File: config.mk
export PLATFORM = sky130hd
export DESIGN_NAME = spike_aer_encoder_flat
export DESIGN_NICKNAME = d
export VERILOG_FILES = /design/src/rtl/spike_aer_encoder_if.sv /design/src/rtl/spike_aer_encoder.sv /design/src/flat_wrapper.sv
export SDC_FILE = /design/constraint.sdc
export NUM_CORES = 1
export LEC_CHECK = 0
export ABC_CLOCK_PERIOD_IN_PS = 7600
export CORE_MARGIN = 3
export CORE_UTILIZATION = 50
export DETAILED_ROUTE_END_ITERATION = 8
export PLACE_DENSITY = 0.67
export SETUP_SLACK_MARGIN = 0.1
export SLEW_MARGIN = 25
export SYNTH_ARGS = -nofsm -noshare
export SYNTH_HDL_FRONTEND = slang
export SYNTH_SLANG_ARGS = --single-unit
export TNS_END_PERCENT = 100
File: constraint.sdc
create_clock -name clk -period 7.6 [get_ports clk]
set_input_delay 1.52 -clock clk [delete_from_list [all_inputs] [get_ports clk]]
set_output_delay 1.52 -clock clk [all_outputs]
set_load 0.005 [all_outputs]
File: src/rtl/spike_aer_encoder_if.sv
// AER output stream interface: valid/ready handshake carrying one
// {neuron index, timestamp} event per transfer.
//   aer_valid : head event present (source -> sink)
//   aer_addr  : neuron index of the head event (source -> sink)
//   aer_ts    : timestamp of the head event (source -> sink)
//   aer_ready : sink accepts the head event this cycle (sink -> source)
interface spike_aer_encoder_if #(
  parameter int AW   = 2,
  parameter int TS_W = 8
);
  logic            aer_valid;
  logic [AW-1:0]   aer_addr;
  logic [TS_W-1:0] aer_ts;
  logic            aer_ready;

  modport master (output aer_valid, output aer_addr, output aer_ts, input aer_ready);
  modport slave  (input aer_valid, input aer_addr, input aer_ts, output aer_ready);
endinterface

File: src/rtl/spike_aer_encoder.sv
// Spike-vector to AER packet serialiser.
// Each neuron has a pending flag plus captured timestamp. A lowest-index-first
// arbiter moves one pending event per cycle into a DEPTH-entry FIFO, whose head
// is presented on the AER stream. Spikes arriving while the neuron's previous
// event is still pending (and not being granted) are dropped and counted.
// Ports:
//   clk        : system clock, rising edge
//   reset      : asynchronous active-high reset
//   spike_in   : per-neuron single-cycle spike pulses
//   tick       : advance the timestamp counter this cycle
//   aer        : AER output stream (master side)
//   drop_count : number of lost spikes, saturating at 255
//   busy       : any pending flag set or FIFO non-empty
module spike_aer_encoder #(
  parameter int N     = 4,
  parameter int AW    = 2,
  parameter int TS_W  = 8,
  parameter int DEPTH = 8
) (
  input  logic                 clk,
  input  logic                 reset,
  input  logic [N-1:0]         spike_in,
  input  logic                 tick,
  spike_aer_encoder_if.master  aer,
  output logic [7:0]           drop_count,
  output logic                 busy
);

  localparam int PW = $clog2(DEPTH);
  localparam int CW = PW + 1;

  logic [N-1:0]    pending_q, pending_d;
  logic [TS_W-1:0] ts_cap_q [N];
  logic [TS_W-1:0] ts_cap_d [N];
  logic [TS_W-1:0] ts_q, ts_d;
  logic [7:0]      drop_q, drop_d;
  logic [PW-1:0]   wr_ptr_q, wr_ptr_d;
  logic [PW-1:0]   rd_ptr_q, rd_ptr_d;
  logic [CW-1:0]   count_q, count_d;
  logic [AW-1:0]   fifo_addr_q [DEPTH];
  logic [TS_W-1:0] fifo_ts_q   [DEPTH];

  logic            grant_any;
  logic [AW-1:0]   grant_idx;
  logic            push;
  logic            pop;
  logic            head_valid;

  assign head_valid = (count_q != '0);

  always_comb begin
    logic granted;
    pending_d = pending_q;
    ts_cap_d  = ts_cap_q;
    drop_d    = drop_q;
    granted   = 1'b0;
    ts_d      = tick ? ts_q + TS_W'(1) : ts_q;

    // Fullness is judged on the count at the start of the cycle, so a
    // same-cycle pop never makes room for this cycle's push.
    grant_any = 1'b0;
    grant_idx = '0;
    if (count_q < CW'(DEPTH)) begin
      for (int unsigned i = 0; i < N; i++) begin
        if (pending_q[i] && !grant_any) begin
          grant_any = 1'b1;
          grant_idx = AW'(i);
        end
      end
    end

    push = grant_any;
    pop  = head_valid && aer.aer_ready;

    // A spike on the neuron being granted re-arms its flag with the new
    // timestamp; the old event still goes to the FIFO from ts_cap_q.
    for (int unsigned i = 0; i < N; i++) begin
      granted = grant_any && (grant_idx == AW'(i));
      if (granted) pending_d[i] = 1'b0;
      if (spike_in[i]) begin
        if (pending_q[i] && !granted) begin
          if (drop_d != '1) drop_d = drop_d + 8'd1;
        end else begin
          pending_d[i] = 1'b1;
          ts_cap_d[i]  = ts_q;
        end
      end
    end

    wr_ptr_d = push ? wr_ptr_q + PW'(1) : wr_ptr_q;
    rd_ptr_d = pop  ? rd_ptr_q + PW'(1) : rd_ptr_q;
    count_d  = count_q + CW'(push) - CW'(pop);
  end

  always_ff @(posedge clk or posedge reset) begin
    if (reset) begin
      pending_q <= '0;
      ts_q      <= '0;
      drop_q    <= '0;
      wr_ptr_q  <= '0;
      rd_ptr_q  <= '0;
      count_q   <= '0;
      for (int unsigned i = 0; i < N; i++) ts_cap_q[i] <= '0;
      for (int unsigned i = 0; i < DEPTH; i++) begin
        fifo_addr_q[i] <= '0;
        fifo_ts_q[i]   <= '0;
      end
    end else begin
      pending_q <= pending_d;
      ts_q      <= ts_d;
      drop_q    <= drop_d;
      wr_ptr_q  <= wr_ptr_d;
      rd_ptr_q  <= rd_ptr_d;
      count_q   <= count_d;
      ts_cap_q  <= ts_cap_d;
      if (push) begin
        fifo_addr_q[wr_ptr_q] <= grant_idx;
        fifo_ts_q[wr_ptr_q]   <= ts_cap_q[grant_idx];
      end
    end
  end

  assign aer.aer_valid = head_valid;
  assign aer.aer_addr  = head_valid ? fifo_addr_q[rd_ptr_q] : '0;
  assign aer.aer_ts    = head_valid ? fifo_ts_q[rd_ptr_q]   : '0;
  assign drop_count    = drop_q;
  assign busy          = (|pending_q) || head_valid;

endmodule
File: src/flat_wrapper.sv
// flat-port wrapper written by rule: the top's interface ports become plain ports
module spike_aer_encoder_flat 
#(
  parameter int N     = 4,
  parameter int AW    = 2,
  parameter int TS_W  = 8,
  parameter int DEPTH = 8
)
  (clk, reset, spike_in, tick, drop_count, busy, aer_aer_valid, aer_aer_addr, aer_aer_ts, aer_aer_ready);
  spike_aer_encoder_if #(.AW(AW), .TS_W(TS_W)) aer_i ();
  input  logic clk;
  input  logic reset;
  input  logic [N-1:0] spike_in;
  input  logic tick;
  output logic [7:0] drop_count;
  output logic busy;
  output wire logic [$bits(aer_i.aer_valid)-1:0] aer_aer_valid;
  output wire logic [$bits(aer_i.aer_addr)-1:0] aer_aer_addr;
  output wire logic [$bits(aer_i.aer_ts)-1:0] aer_aer_ts;
  input wire logic [$bits(aer_i.aer_ready)-1:0] aer_aer_ready;
  assign aer_aer_valid = aer_i.aer_valid;
  assign aer_aer_addr = aer_i.aer_addr;
  assign aer_aer_ts = aer_i.aer_ts;
  assign aer_i.aer_ready = aer_aer_ready;
  spike_aer_encoder #(.N(N), .AW(AW), .TS_W(TS_W), .DEPTH(DEPTH)) u_core (.clk(clk), .reset(reset), .spike_in(spike_in), .tick(tick), .aer(aer_i), .drop_count(drop_count), .busy(busy));
endmodule
# ---- Word-level counts from Yosys, hierarchy flattened
# Index checks and enable logic that the tools add are counted.
dict set report classes {
  n_addsub 9
  n_lt_le_gt_ge 5
  n_eq_ne 7
  muxes 53
  n_bitwise 7
  n_reduce_logical 28
}
# operator n
set op_table {}
lappend op_table {{$mux 8} 18}
lappend op_table {{$bwmux 64} 1}
lappend op_table {{$add 8x1->8 const B} 5}
lappend op_table {{$ne 8x8->1 const B} 4}
lappend op_table {{$bmux 8 s3} 1}
lappend op_table {{$demux 8 s3} 1}
lappend op_table {{$mux 1} 21}
lappend op_table {{$bmux 8 s2} 1}
lappend op_table {{$bwmux 16} 1}
lappend op_table {{$mux 2} 7}
lappend op_table {{$logic_and 1x1->1} 13}
lappend op_table {{$ge 4x4->1 const B} 2}
lappend op_table {{$not 3->4} 2}
lappend op_table {{$reduce_and 2->1} 4}
lappend op_table {{$logic_not 1->1} 7}
lappend op_table {{$add 3x1->3 const B} 2}
lappend op_table {{$bmux 2 s3} 1}
lappend op_table {{$demux 2 s3} 1}
lappend op_table {{$add 4x1->4} 1}
lappend op_table {{$eq 2x2->1 const B} 2}
lappend op_table {{$lt 4x1->1 const B} 1}
lappend op_table {{$lt 4x4->1 const B} 1}
lappend op_table {{$not 1->1} 4}
lappend op_table {{$reduce_bool 4->1} 1}
lappend op_table {{7 further kinds} 7}
dict set report totals {
  regBits 142
  inputBits 8
  out_inout_bits 20
}

# ---- Logic depth before layout (Yosys ltp)
dict set report logic_depth {
  depth_word 32
  ltp_mapped 17
}

# ---- Worst setup path before layout
# Ideal clock, no wire load.
dict set report synth_timing {
  kind {input -> register}
  startpoint {in spike_in[0]}
  endpoint {reg u_core.drop_q[3] (netlist: u_core.drop_count[3])}
  arrival_time_ns 5.021
  path_slack_ns 2.435
  path_stages 16
  n_path_buf 2
  cell_sequence {and3_1 o21ai_1 xnor2_1 ha_1 and2_1 clkbuf_1 a41o_2 o31ai_2 or3_1 buf_6 o41ai_4 mux2_2 ha_1 o31a_1 a2111oi_1 xor2_1}
}
dict set report synth_via {
  elab_chain_len 13
  elab_cells_between_ends 16
  cone_classes {add/sub: 3; eq/ne: 3; mux: 10}
}
# element line
set synth_rtl {}
lappend synth_rtl {{from (decl)} flat_wrapper.sv:13} ;# input logic [N-1:0] spike_in;
lappend synth_rtl {{$mux 8 *} spike_aer_encoder.sv:80} ;# if (spike_in[i]) begin
lappend synth_rtl {{$add 8x1->8 or $ne 8x8->1 (tied branches)} spike_aer_encoder.sv:82} ;# if (drop_d != '1) drop_d = drop_d + 8'd1;
lappend synth_rtl {{$mux 8} spike_aer_encoder.sv:82}
lappend synth_rtl {{$mux 8} spike_aer_encoder.sv:81} ;# if (pending_q[i] && !granted) begin
lappend synth_rtl {{$mux 8 *} spike_aer_encoder.sv:80}
lappend synth_rtl {{$add 8x1->8 or $ne 8x8->1 (tied branches)} spike_aer_encoder.sv:82}
lappend synth_rtl {{$mux 8} spike_aer_encoder.sv:82}
lappend synth_rtl {{$mux 8} spike_aer_encoder.sv:81}
lappend synth_rtl {{$mux 8 *} spike_aer_encoder.sv:80}
lappend synth_rtl {{$add 8x1->8 or $ne 8x8->1 (tied branches)} spike_aer_encoder.sv:82}
lappend synth_rtl {{$mux 8} spike_aer_encoder.sv:82}
lappend synth_rtl {{$mux 8} spike_aer_encoder.sv:81}
lappend synth_rtl {{$mux 8 *} spike_aer_encoder.sv:80}
lappend synth_rtl {{via u_core.drop_d[3]} spike_aer_encoder.sv:36} ;# logic [7:0] drop_q, drop_d;
lappend synth_rtl {{to (signal assigned)} spike_aer_encoder.sv:111} ;# drop_q <= drop_d;
lappend synth_rtl {{to (decl)} spike_aer_encoder.sv:36}
# Mark *: on every way through the listed nets, which the timed path passes. The rest lies on a longest branch.
# A chain may end at the register's enable or synchronous reset.

# ---- Worst setup path in the final report
# Same ends and word-level chain as after synthesis.

==> out/metrics.csv <==
stage,metric,value,unit
status,outcome,finished clean,
clock_tree,clock-pin slew on the worst setup and hold paths,50,ps
detailed_routing,met2 WL post-DR,8.198,mm
critical_path,Critical Path Most Common Cell,ha_1,
global_route,gr ovfl total,0,
critical_path,Setup crit start kind,primary input,
global_route,initial antenna violation count,0,
place,hpwl dp,11.28,mm
global_route,first-pass GRT wire length,27.34,mm
critical_path,Crit-path slowest cell,clkdlybuf4s50_1,
sta,final period utilization,76.67,%
die,Die Width,127.4,um
clock_tree,Post-CTS Resized,0,
sta,crit path time final,5827,ps
pwr,maximum VDD drop,0.0001886,V
die,Core Area,14150,um2
critical_path,worst setup path class,in -> reg,
sta,fmax,171.6,MHz
clock_tree,hold buffers post-CTS,0,
pwr,PwrDens,459.8,nW/um2
logic_synthesis,Synth Net Count,692,
sta,count of pins over their slew limit,0,
logic_synthesis,mapped cell area,7363,um2
clock_tree,clock root cell,clkbuf_16,
logic_synthesis,Gate Count Post-Synth,671,
die,die height,127.4,um
critical_path,"Req. time, crit path",7920,ps
logic_synthesis,Yosys cell types,77,
clock_tree,Bufs on Longest Clock Path,2,
detailed_routing,wire per inst,18.43,um
job,max cap viols,0,
global_route,Global Route Usage Sum,21.39,%
pwr,P_sw,0.001483,W
logic_synthesis,area share of the leading cell type in the synthesized netlist,48.26,%
pwr,Reg power frac,35.1,%
sta,"Hold Vio Cnt, Final",0,
sta,RSZ-0062 raised after global routing,false,
pwr,Pint,0.002379,W
layout,area of the multi-input gates,3618,um2
logic_synthesis,sequential cell area fraction in the yosys report,48.26,%
clock_tree,clock latency at the later pin of the worst-skew pair,410,ps
critical_path,maximum fanout along the worst path,8,
place,GPL Wtd Cong,0.8609,
global_route,largest net degree at the start of global routing,79,
critical_path,CP Cell Sequence,clkdlybuf4s50_1 -> and3_1 -> o21ai_1 -> xnor2_1 -> ha_1 -> and2_1 -> a41o_2 -> o31ai_2 -> or3_1 -> o41ai_4 -> mux2_2 -> ha_1 -> o31a_1 -> a2111oi_1 -> xor2_1,
critical_path,CP arrival,6150,ps
detailed_routing,1st-iter DRT viols,450,
sta,worst-margin pin slew,1071,ps
layout,fillers,1178,
die,I/O pin total,28,
logic_synthesis,Post-synth top cells,"dfrtp_1, nor2_1, nand2_1",
logic_synthesis,post-synth top area cell,dfrtp_1,
logic_synthesis,top_reg_cell synth,dfrtp_1,
layout,layout cells sized above 1,20.11,%
logic_synthesis,Syn Area/Cell,10.97,um2
detailed_routing,wl on met1,7.492,mm
hold_path,worst hold path class,reg -> reg,
logic_synthesis,Synthesis Warnings,0,
detailed_routing,vias per std cell,5.958,
critical_path,crit end category,flip-flop,
layout,Reg area,3555,um2
layout,post-layout utilization of the core,59.37,%
detailed_routing,DRC viols,0,
pwr,sw frac,38.40,%
sta,setup TNS,0,ps
clock_tree,CTS buffer count,17,
layout,diode count,0,
place,PortBufs,27,
clock_tree,H-tree levels,4,
logic_synthesis,Post-synth EDFFs,0,
clock_tree,CTS tree,yes,
pwr,clock power share,19.7,%
detailed_routing,Met3 Routed Length,461,um
detailed_routing,final antenna-violating net count,0,
logic_synthesis,Synth Register Bits,142,
clock_tree,Sink Count,142,
global_route,vias in the first global route,5338,
logic_synthesis,top-count cell post-synth,dfrtp_1,
sta,clk_skew,8.530,ps
critical_path,Critical Path Max Stage Delay,570,ps
die,Initial Util,52.04,%
die,row cnt,43,
layout,Final #Nets,724,
detailed_routing,Via Count,5338,
pwr,LEAKAGE,3.635,nW
detailed_routing,final wirelength,16.51,mm
sta,setup-violating endpoint count in the final report,0,
detailed_routing,Max Used Layer,met4,
detailed_routing,drt pass-1 iters,5,
pwr,Combinational Power Share,45.2,%
die,die area,16220,um2
clock_tree,# Post-CTS Setup Buffers,0,
logic_synthesis,Synth area leaders,"dfrtp_1, mux2_2, mux4_2",
sta,Rel. slew slack,28.58,%
layout,Area growth syn-to-layout,14.09,%
logic_synthesis,Post-synth ARST share,100.0,%
cell usage in the layout, fill, tap and decap left out, types with 12 or more instances in the layout:
cell type,count
mux2i_1,22
clkbuf_16,17
nor2_1,71
ha_1,12
mux4_2,20
mux2_2,52
dfrtp_1,141
inv_1,17
a21oi_1,53
xnor2_1,15
o21ai_0,41
clkdlybuf4s50_1,27
nand2_1,61
per-layer routing:
layer,GRT usage (%),up-vias
met1,28.52,2705
met3,4.097,28
met2,34.81,101
met5,0,-
met4,8.265,0
li1,-,2504
cell type report:
cell class / count / share of cell area (%)
multi-input combinational: 481 / 43.07
sequential: 142 / 42.31
clock buffer: 22 / 5.407
timing repair buffer: 43 / 4.602
tap: 180 / 2.681
clock inverter: 10 / 1.057
inverter: 18 / 0.8639
worst max-delay path: cells and delay by family:
family / cells / cell delay [ps]
muxes: 1 / 400
and+or+nand+nor: 3 / 1000
xor gates and xnor gates: 2 / 530
buffers and inverters: 1 / 570
adders and majority gates: 2 / 590
AOI/OAI and AO/OA: 6 / 1530
kinds of logic (layout without fill, tap and decap cells):
family / count (synthesis) / in the layout / share of synthesized area, %
AOI/OAI and AO/OA: 141 / 141 / 12.61
DFF: 142 / 142 / 48.26
xor gates and xnor gates: 20 / 20 / 2.379
and+or+nand+nor: 212 / 212 / 14.56
adders and majority gates: 13 / 13 / 2.311
muxes: 95 / 95 / 17.21
buffers and inverters: 48 / 93 / 2.668
state kept, by name (all words and copies together), names as in the netlist:
signal and flops:
u_core.fifo_ts_q 64, u_core.ts_cap_q 32, u_core.fifo_addr_q 16, u_core.drop_count 8, u_core.ts_q 8, u_core.count_q 4, u_core.pending_q 4, u_core.rd_ptr_q 3
u_core.wr_ptr_q 3
final timing paths:
check	from	to	slack, ps	cells after the start
worst min register to register	u_core.fifo_addr_q[8]$_DFFE_PP0P_	u_core.fifo_addr_q[8]$_DFFE_PP0P_	480	2
min in group asynchronous	reset	u_core.fifo_ts_q[18]$_DFFE_PP0P_	1620	2
worst max-delay path	spike_in[0]	u_core.drop_count[3]$_DFF_PP0_	1770	15
max in group asynchronous	reset	u_core.rd_ptr_q[1]$_DFFE_PP0P_	4670	3
worst max register to register	u_core.drop_count[0]$_DFF_PP0_	u_core.drop_count[3]$_DFF_PP0_	2630	15
worst min-delay path	u_core.fifo_addr_q[8]$_DFFE_PP0P_	u_core.fifo_addr_q[8]$_DFFE_PP0P_	480	2
power groups by stage:
stage | registers (W) | clock network, W | logic, W
6_report | 0.00135 | 0.000760 | 0.00175
3_3_place_gp | 0.00134 | 0 | 0.00167
4_1_cts | 0.00135 | 0.000774 | 0.00175
3_5_place_dp | 0.00136 | 0 | 0.00174
2_1_floorplan | 0.00123 | 0 | 0.00132
5_1_grt | 0.00140 | 0.000807 | 0.00196
through the flow:
step	total power (W)	setup WS, ps	hold WS, ps	instances	cell area (um2)
floorplan	0.002551	2270	444.8	671	7363
CTS	0.003874	1834	480.0	892	8379
finish	0.003863	1773	475.5	896	8401
global placement	0.003014	1595	457.4	858	7815
detailed placement	0.003100	1445	468.3	860	7836
global route	0.004161	1404	503.1	896	8401
No activity file was read; power rests on OpenSTA's default activity.
